**config.mk**
```make
export PLATFORM = sky130hd
export DESIGN_NAME = ps2_host_tx_flat
export DESIGN_NICKNAME = d
export VERILOG_FILES = /design/src/rtl/ps2_host_tx_if.sv /design/src/rtl/ps2_host_tx.sv /design/src/flat_wrapper.sv
export SDC_FILE = /design/constraint.sdc
export NUM_CORES = 1
export LEC_CHECK = 0
export CELL_PAD_IN_SITES_DETAIL_PLACEMENT = 1
export CELL_PAD_IN_SITES_GLOBAL_PLACEMENT = 1
export CORE_UTILIZATION = 40
export DETAILED_ROUTE_END_ITERATION = 8
export GPL_ROUTABILITY_DRIVEN = 0
export HOLD_SLACK_MARGIN = 0.06
export PLACE_DENSITY_LB_ADDON = 0.3
export SLEW_MARGIN = 10
export SYNTH_ARGS = -nofsm -noshare
export SYNTH_HDL_FRONTEND = slang
export SYNTH_SLANG_ARGS = --single-unit
```
**constraint.sdc**
```tcl
create_clock -name CLOCK_50 -period 2.3 [get_ports CLOCK_50]
set_input_delay 0.46 -clock CLOCK_50 [delete_from_list [all_inputs] [get_ports CLOCK_50]]
set_output_delay 0.46 -clock CLOCK_50 [all_outputs]
set_load 0.03 [all_outputs]
```
**src/rtl/ps2_host_tx_if.sv**
```systemverilog
// Command-byte handshake between a controller and the PS/2 host transmitter.
//
// Handshake: the master holds tx_data stable with tx_valid high; the byte is
// taken on the first rising clock edge where tx_valid & tx_ready are both high.
// tx_ready is high only while the transmitter is idle, so tx_valid asserted while
// busy has no effect. Each accepted byte ends in exactly one of tx_done or
// tx_error, each a single-cycle pulse. Neither pulse is produced if reset aborts
// the frame.
interface ps2_host_tx_if;
  logic [7:0] tx_data;
  logic       tx_valid;
  logic       tx_ready;
  logic       busy;
  logic       tx_done;
  logic       tx_error;

  modport master (
    output tx_data, tx_valid,
    input  tx_ready, busy, tx_done, tx_error
  );

  modport slave (
    input  tx_data, tx_valid,
    output tx_ready, busy, tx_done, tx_error
  );
endinterface

```
**src/rtl/ps2_host_tx.sv**
```systemverilog
// Host-to-device PS/2 transmitter: sends one command byte to the keyboard.
// Drives the open-drain PS/2 clock/data pads through output enables
// (1 = pull low). The device clocks the frame. busy lets a neighbouring
// receiver ignore line activity that this block causes.
//
// Optional build macro PS2_TX_ACK_CHECK_EN: when defined, the data level at the
// 11th falling edge is checked, and a NACK (data high) ends in tx_error. When it
// is undefined, that level is ignored and a completed frame always ends in tx_done.
// Timeouts end in tx_error in both builds.
module ps2_host_tx #(
  parameter int INHIBIT_CYCLES = 5000,
  parameter int REQ_CYCLES     = 250,
  parameter int START_TIMEOUT  = 750000,
  parameter int XFER_TIMEOUT   = 100000
) (
  input  logic         CLOCK_50,
  input  logic         reset,
  ps2_host_tx_if.slave tx,
  input  logic         ps2_clk_in,
  input  logic         ps2_dat_in,
  output logic         ps2_clk_oe,
  output logic         ps2_dat_oe,
  output logic [2:0]   dbg_state
);

  typedef enum logic [2:0] {
    ST_IDLE    = 3'd0,
    ST_INHIBIT = 3'd1,
    ST_REQ     = 3'd2,
    ST_WAIT    = 3'd3,
    ST_XFER    = 3'd4,
    ST_ACK     = 3'd5,
    ST_DONE    = 3'd6
  } state_t;

  // One shared cycle counter. It is sized for the largest interval it must time.
  localparam int MAX_A   = (INHIBIT_CYCLES > REQ_CYCLES) ? INHIBIT_CYCLES : REQ_CYCLES;
  localparam int MAX_B   = (START_TIMEOUT > XFER_TIMEOUT) ? START_TIMEOUT : XFER_TIMEOUT;
  localparam int CNT_MAX = (MAX_A > MAX_B) ? MAX_A : MAX_B;
  localparam int CNT_W   = $clog2(CNT_MAX + 1);

  localparam logic [CNT_W-1:0] CNT_ONE    = CNT_W'(1);
  localparam logic [CNT_W-1:0] INH_LAST   = CNT_W'(INHIBIT_CYCLES - 1);
  localparam logic [CNT_W-1:0] REQ_LAST   = CNT_W'(REQ_CYCLES - 1);
  localparam logic [CNT_W-1:0] START_LAST = CNT_W'(START_TIMEOUT - 1);
  localparam logic [CNT_W-1:0] XFER_LAST  = CNT_W'(XFER_TIMEOUT - 1);

  state_t           state_q,   state_d;
  logic [CNT_W-1:0] cnt_q,     cnt_d;
  logic [3:0]       bit_cnt_q, bit_cnt_d;   // falling edges seen in this frame
  logic [9:0]       shreg_q,   shreg_d;     // {stop, parity, data}; bit 0 goes out next
  logic             clk_oe_q,  clk_oe_d;
  logic             dat_oe_q,  dat_oe_d;
  logic             tx_ready_q, tx_ready_d;
  logic             busy_q,    busy_d;
  logic             tx_done_q, tx_done_d;
  logic             tx_error_q, tx_error_d;
  // Pad synchronisers. They reset to 1, the idle line level, so that the
  // release of reset is not seen as a falling edge.
  logic             clk_s1_q,   clk_s1_d;
  logic             clk_s2_q,   clk_s2_d;
  logic             clk_prev_q, clk_prev_d;
  logic             dat_s1_q,   dat_s1_d;
  logic             dat_s2_q,   dat_s2_d;
`ifdef PS2_TX_ACK_CHECK_EN
  logic             nack_q,    nack_d;      // data level sampled at the 11th fall
`endif

  logic clk_fall;
  logic abort;

  assign clk_fall = clk_prev_q & ~clk_s2_q;

  // Next-state logic: frame sequencing, bit shifting and timeout handling.
  always_comb begin
    state_d    = state_q;
    cnt_d      = cnt_q + CNT_ONE;
    bit_cnt_d  = bit_cnt_q;
    shreg_d    = shreg_q;
    clk_oe_d   = clk_oe_q;
    dat_oe_d   = dat_oe_q;
    tx_ready_d = tx_ready_q;
    busy_d     = busy_q;
    tx_done_d  = 1'b0;
    tx_error_d = 1'b0;
    abort      = 1'b0;
    clk_s1_d   = ps2_clk_in;
    clk_s2_d   = clk_s1_q;
    clk_prev_d = clk_s2_q;
    dat_s1_d   = ps2_dat_in;
    dat_s2_d   = dat_s1_q;
`ifdef PS2_TX_ACK_CHECK_EN
    nack_d     = nack_q;
`endif

    case (state_q)
      ST_IDLE: begin
        cnt_d = '0;
        if (tx.tx_valid && tx_ready_q) begin
          shreg_d    = {1'b1, ~^tx.tx_data, tx.tx_data};
          bit_cnt_d  = '0;
          state_d    = ST_INHIBIT;
          clk_oe_d   = 1'b1;
          dat_oe_d   = 1'b0;
          tx_ready_d = 1'b0;
          busy_d     = 1'b1;
`ifdef PS2_TX_ACK_CHECK_EN
          nack_d     = 1'b0;
`endif
        end
      end

      ST_INHIBIT: begin
        if (cnt_q == INH_LAST) begin
          state_d  = ST_REQ;
          cnt_d    = '0;
          dat_oe_d = 1'b1;              // start bit, with the clock still held low
        end
      end

      ST_REQ: begin
        if (cnt_q == REQ_LAST) begin
          state_d  = ST_WAIT;
          cnt_d    = '0;
          clk_oe_d = 1'b0;              // hand the clock over to the device
        end
      end

      ST_WAIT: begin
        if (clk_fall) begin
          // This is the first falling edge. Data bit 0 goes out right away.
          state_d   = ST_XFER;
          cnt_d     = '0;
          bit_cnt_d = 4'd1;
          dat_oe_d  = ~shreg_q[0];
          shreg_d   = {1'b1, shreg_q[9:1]};
        end else if (cnt_q == START_LAST) begin
          abort = 1'b1;
        end
      end

      ST_XFER: begin
        // The counter keeps running into ACK, so the transfer timeout covers
        // the whole span from the first fall to the acknowledge.
        if (cnt_q == XFER_LAST) begin
          abort = 1'b1;
        end else if (clk_fall) begin
          if (bit_cnt_q == 4'd10) begin
            state_d = ST_ACK;
`ifdef PS2_TX_ACK_CHECK_EN
            nack_d  = dat_s2_q;
`endif
          end else begin
            // Falls 2..10 send data[1..7], then parity, then stop. Stop is a 1,
            // which shifts in from the top and releases the data line.
            bit_cnt_d = bit_cnt_q + 4'd1;
            dat_oe_d  = ~shreg_q[0];
            shreg_d   = {1'b1, shreg_q[9:1]};
          end
        end
      end

      ST_ACK: begin
        // Any further falls are ignored here. Wait for both lines to go idle.
        if (cnt_q == XFER_LAST) begin
          abort = 1'b1;
        end else if (clk_s2_q && dat_s2_q) begin
          state_d = ST_DONE;
`ifdef PS2_TX_ACK_CHECK_EN
          tx_done_d  = ~nack_q;
          tx_error_d = nack_q;
`else
          tx_done_d  = 1'b1;
`endif
        end
      end

      ST_DONE: begin
        state_d    = ST_IDLE;
        cnt_d      = '0;
        tx_ready_d = 1'b1;
        busy_d     = 1'b0;
      end

      default: begin
        state_d    = ST_IDLE;
        cnt_d      = '0;
        clk_oe_d   = 1'b0;
        dat_oe_d   = 1'b0;
        tx_ready_d = 1'b1;
        busy_d     = 1'b0;
      end
    endcase

    // A timeout releases both lines and returns to IDLE in the same step.
    if (abort) begin
      state_d    = ST_IDLE;
      cnt_d      = '0;
      clk_oe_d   = 1'b0;
      dat_oe_d   = 1'b0;
      tx_ready_d = 1'b1;
      busy_d     = 1'b0;
      tx_done_d  = 1'b0;
      tx_error_d = 1'b1;
    end
  end

  // State and output registers. Async reset releases the pads at once.
  always_ff @(posedge CLOCK_50 or posedge reset) begin
    if (reset) begin
      state_q    <= ST_IDLE;
      cnt_q      <= '0;
      bit_cnt_q  <= '0;
      shreg_q    <= '0;
      clk_oe_q   <= 1'b0;
      dat_oe_q   <= 1'b0;
      tx_ready_q <= 1'b1;
      busy_q     <= 1'b0;
      tx_done_q  <= 1'b0;
      tx_error_q <= 1'b0;
      clk_s1_q   <= 1'b1;
      clk_s2_q   <= 1'b1;
      clk_prev_q <= 1'b1;
      dat_s1_q   <= 1'b1;
      dat_s2_q   <= 1'b1;
`ifdef PS2_TX_ACK_CHECK_EN
      nack_q     <= 1'b0;
`endif
    end else begin
      state_q    <= state_d;
      cnt_q      <= cnt_d;
      bit_cnt_q  <= bit_cnt_d;
      shreg_q    <= shreg_d;
      clk_oe_q   <= clk_oe_d;
      dat_oe_q   <= dat_oe_d;
      tx_ready_q <= tx_ready_d;
      busy_q     <= busy_d;
      tx_done_q  <= tx_done_d;
      tx_error_q <= tx_error_d;
      clk_s1_q   <= clk_s1_d;
      clk_s2_q   <= clk_s2_d;
      clk_prev_q <= clk_prev_d;
      dat_s1_q   <= dat_s1_d;
      dat_s2_q   <= dat_s2_d;
`ifdef PS2_TX_ACK_CHECK_EN
      nack_q     <= nack_d;
`endif
    end
  end

  assign ps2_clk_oe  = clk_oe_q;
  assign ps2_dat_oe  = dat_oe_q;
  assign tx.tx_ready = tx_ready_q;
  assign tx.busy     = busy_q;
  assign tx.tx_done  = tx_done_q;
  assign tx.tx_error = tx_error_q;
  assign dbg_state   = state_q;

endmodule

```
**src/flat_wrapper.sv**
```systemverilog
// flat-port wrapper written by rule: the top's interface ports become plain ports
module ps2_host_tx_flat 
#(
  parameter int INHIBIT_CYCLES = 5000,
  parameter int REQ_CYCLES     = 250,
  parameter int START_TIMEOUT  = 750000,
  parameter int XFER_TIMEOUT   = 100000
)
  (CLOCK_50, reset, ps2_clk_in, ps2_dat_in, ps2_clk_oe, ps2_dat_oe, dbg_state, tx_tx_data, tx_tx_valid, tx_tx_ready, tx_busy, tx_tx_done, tx_tx_error);
  ps2_host_tx_if tx_i ();
  input  logic CLOCK_50;
  input  logic reset;
  input  logic ps2_clk_in;
  input  logic ps2_dat_in;
  output logic ps2_clk_oe;
  output logic ps2_dat_oe;
  output logic [2:0] dbg_state;
  input wire logic [$bits(tx_i.tx_data)-1:0] tx_tx_data;
  input wire logic [$bits(tx_i.tx_valid)-1:0] tx_tx_valid;
  output wire logic [$bits(tx_i.tx_ready)-1:0] tx_tx_ready;
  output wire logic [$bits(tx_i.busy)-1:0] tx_busy;
  output wire logic [$bits(tx_i.tx_done)-1:0] tx_tx_done;
  output wire logic [$bits(tx_i.tx_error)-1:0] tx_tx_error;
  assign tx_i.tx_data = tx_tx_data;
  assign tx_i.tx_valid = tx_tx_valid;
  assign tx_tx_ready = tx_i.tx_ready;
  assign tx_busy = tx_i.busy;
  assign tx_tx_done = tx_i.tx_done;
  assign tx_tx_error = tx_i.tx_error;
  ps2_host_tx #(.INHIBIT_CYCLES(INHIBIT_CYCLES), .REQ_CYCLES(REQ_CYCLES), .START_TIMEOUT(START_TIMEOUT), .XFER_TIMEOUT(XFER_TIMEOUT)) u_core (.CLOCK_50(CLOCK_50), .reset(reset), .tx(tx_i), .ps2_clk_in(ps2_clk_in), .ps2_dat_in(ps2_dat_in), .ps2_clk_oe(ps2_clk_oe), .ps2_dat_oe(ps2_dat_oe), .dbg_state(dbg_state));
endmodule
```
==> flow_summary.ini <==
[routing]
ant_nets = 0
drt_pre_antenna_iters = 4
vias_per_cell = 5.440
wl_per_cell_um = 17.22
drc = 0
drt-total-wl_mm = 6.733
via_count = 2127
drt-initial-drc-count = 100

[place]
portBuffers = 21
placedInstanceArea_um2 = 2989
place_ws_ns = -0.2146
dpl.hpwl_mm = 4.719

[yosys]
synth_edf_count = 0
synthArstFlopShare_pct = 100.0
ys_seq_elements = 48
yosysTopAreaCell = dfrtp_1
syn_area_per_cell_um2 = 9.412
synth_common_cells = 53 x nor2_1, 42 x dfrtp_1, 19 x nand2_1
yosysSeqAreaShare_pct = 47.56
yosys.cell_count.top_type = nor2_1
synth.top_cell.area_share_pct = 41.36
synth_cell_type_count = 44
yosys-top-cells-area = dfrtp_1 41%, nor2_1 7.8%, dfstp_2 6.2%
synth_fp_nets = 287
synth_cells = 270
yosys_warnings = 0
syn-cell-area_um2 = 2541
synth_ff_type = dfrtp_1

[sta]
fmax_ghz = 0.3966
worst_slack_ns = -0.2213
slew_headroom_pct = 65.31
period_share_pct = 109.6
setup_violations = 37
finalHoldViolCount = 0
finClkSkew_ns = 0.008455
worst_slew_pin_slew_ns = 0.5164
finalMaxSlewViolations = 0
grt_setup_unrepaired = yes
fin_crit_ns = 2.521

[cells_and_area]
syn_to_final_growth_pct = 27.62
drive_gt1_share_pct = 22.47
n_antenna_cell = 0
filler_cell_count = 710
finalInstanceArea_um2 = 3243
nNetsFinal = 332

[clocking]
cts_sinks = 48
clkSlewWorstSetupHoldPaths_ns = 0.09
hold_buffers = 0
cts_buffers = 5
cts_tree = yes
cts_root_buf = clkbuf_8
cts_buffer_depth = 2
clk_latency_ns = 0.30
h-tree-depth = 2

[critical_path]
r2r_start = u_core.cnt_q[19]$_DFF_PP0_
crit_fanout = 8
r2r_setup_slack_ns = -0.22
cp.arrival_ns = 2.71
cp-start-kind = flip-flop
timing.rr.end = u_core.bit_cnt_q[2]$_DFFE_PP0P_
reg2regPathDepth = 8
end_kind = flip-flop
cp.required_ns = 2.49
crit_type = reg2reg

[floorplan]
rows = 28
fp.dieW_um = 81.71
die_height_um = 81.71
io_pins = 22
core_um2 = 6026
fp.dieArea_um2 = 6676
initial_core_util_pct = 42.17

[global_routing]
grt_usage_pct = 21.28
grt.overflow.total = 0
grt_pass1_wl_mm = 10.67
grt_max_degree = 21
grt_pass1_vias = 2152
antenna_found_initial = 0

[power_and_ir_drop]
ir_drop_mv = 0.2639
cellLeakagePower_nw = 1.498
p_per_area_nw_per_um2 = 478.8

[worst_hold_path]
min-delay-start = u_core.dat_s1_q$_DFF_PP1_
whs_path_depth = 0
whs_endpoint = u_core.dat_s2_q$_DFF_PP1_
hold_class = reg2reg

[status]
outcome = complete, but fails checks
violations = setup timing

[run]
max-cap-violations = 0
[stage by stage]
step           hold WS [ns]  std cells  total power [mW]  setup TNS [ns]  utilization [%]
2_1_floorplan        0.3452        270            0.9128         -0.3204                -
3_3_place_gp         0.3457        379            0.9511          -3.524            49.61
3_5_place_dp         0.3488        379            0.9526          -5.069            49.61
4_1_cts              0.3625        390             1.574          -5.080            52.41
5_1_grt              0.3694        391             1.617          -8.586            53.82
6_report             0.3604        391             1.553          -5.862            53.82
[state kept, by name, summed over array words and instances (netlist names)]
name and cells:
u_core.bit_cnt_q 4, u_core.clk_prev_d 1, u_core.clk_prev_q 1, u_core.clk_s1_q 1, u_core.cnt_q 20, u_core.dat_s1_q 1, u_core.dat_s2_q 1, u_core.dbg_state 3
u_core.ps2_clk_oe 1, u_core.ps2_dat_oe 1, u_core.shreg_q 10, u_core.tx.busy 1, u_core.tx.tx_done 1, u_core.tx.tx_error 1, u_core.tx.tx_ready 1
[critical path, stage by stage, from the launching register on]
cell and delay (ns):
dfrtp_1 0.38, or4_4 0.53, or4_4 0.54, buf_6 0.15, o31ai_4 0.32, a21oi_4 0.15, nand2_2 0.12, xor2_2 0.16
nor2_2 0.05
[kinds of logic after synthesis]
logic type	count (synthesis)	share of synthesized area (%)
compound gates	38	10.44
xor+xnor	28	9.650
fa+ha+maj	4	1.970
buf+inv	18	3.250
flops	48	47.56
mux	11	4.382
simple gates	123	22.75
[power by group]
part / internal [mW] / total (mW) / switching, mW / leakage (nW)
Clock: 0.322 / 0.617 / 0.294 / 0.0541
Combinational: 0.0412 / 0.0831 / 0.0419 / 0.829
Sequential: 0.851 / 0.853 / 0.00200 / 0.615
Total: 1.21 / 1.55 / 0.338 / 1.50
[layout by cell type (no fill, tap or decap), types with 5 or more instances in the layout]
master | synthesis | layout
nor2_1 | 53 | 45
dfrtp_1 | 42 | 42
clkdlybuf4s50_1 | 0 | 21
buf_4 | 4 | 21
nand2_1 | 19 | 18
xnor2_1 | 17 | 17
nand3_1 | 11 | 10
nor3_1 | 10 | 10
mux2i_1 | 10 | 10
xor2_1 | 11 | 10
inv_1 | 9 | 8
a21oi_1 | 11 | 8
o21ai_0 | 9 | 7
nand4_1 | 6 | 6
dfstp_2 | 6 | 6
nor2_2 | 0 | 5
clkbuf_8 | 0 | 5
[what timing repair did]
action,CTS,global route
cloned,1,0
resized for setup,11,19
endpoints found under the hold margin,0,0
pin swaps,6,5
buffers inserted,2,1
endpoints found under the setup margin,37,40
[area by class of cell]
type / count / area, um2 / area share [%]
tap: 75 / 93.84 / 2.894
multi-input combinational: 204 / 1363 / 42.01
sequential: 48 / 1209 / 37.27
clock inverter: 3 / 42.54 / 1.312
clock buffer: 5 / 68.82 / 2.122
inverter: 9 / 33.78 / 1.042
timing repair buffer: 47 / 432.9 / 13.35
[layer usage]
| layer | up-vias | share of wire (%) | global-route usage, % |
|---|---|---|---|
| met3 | 12 | 2.8 | 3.889 |
| met1 | 1061 | 45 | 28.36 |
| met5 | - | 0 | 0 |
| met4 | 0 | 1.8 | 5.965 |
| met2 | 44 | 51 | 35.25 |
| li1 | 1010 | - | - |
[worst max-delay path by stage]
| stage | startpoint | endpoint | slack, ns | depth (start not counted) |
|---|---|---|---|---|
| 2_1_floorplan | u_core.cnt_q[19]$_DFF_PP0_ | u_core.dbg_state[0]$_DFFE_PP0P_ | -0.05 | 7 |
| 3_3_place_gp | u_core.cnt_q[19]$_DFF_PP0_ | u_core.dbg_state[0]$_DFFE_PP0P_ | -0.15 | 7 |
| 3_5_place_dp | u_core.cnt_q[14]$_DFF_PP0_ | u_core.shreg_q[5]$_DFFE_PP0P_ | -0.21 | 7 |
| 4_1_cts | u_core.cnt_q[19]$_DFF_PP0_ | u_core.dbg_state[0]$_DFFE_PP0P_ | -0.20 | 7 |
| 5_1_grt | u_core.cnt_q[14]$_DFF_PP0_ | u_core.bit_cnt_q[2]$_DFFE_PP0P_ | -0.31 | 8 |
| 6_report | u_core.cnt_q[19]$_DFF_PP0_ | u_core.bit_cnt_q[2]$_DFFE_PP0P_ | -0.22 | 8 |
No activity file was read; power rests on OpenSTA's default activity.
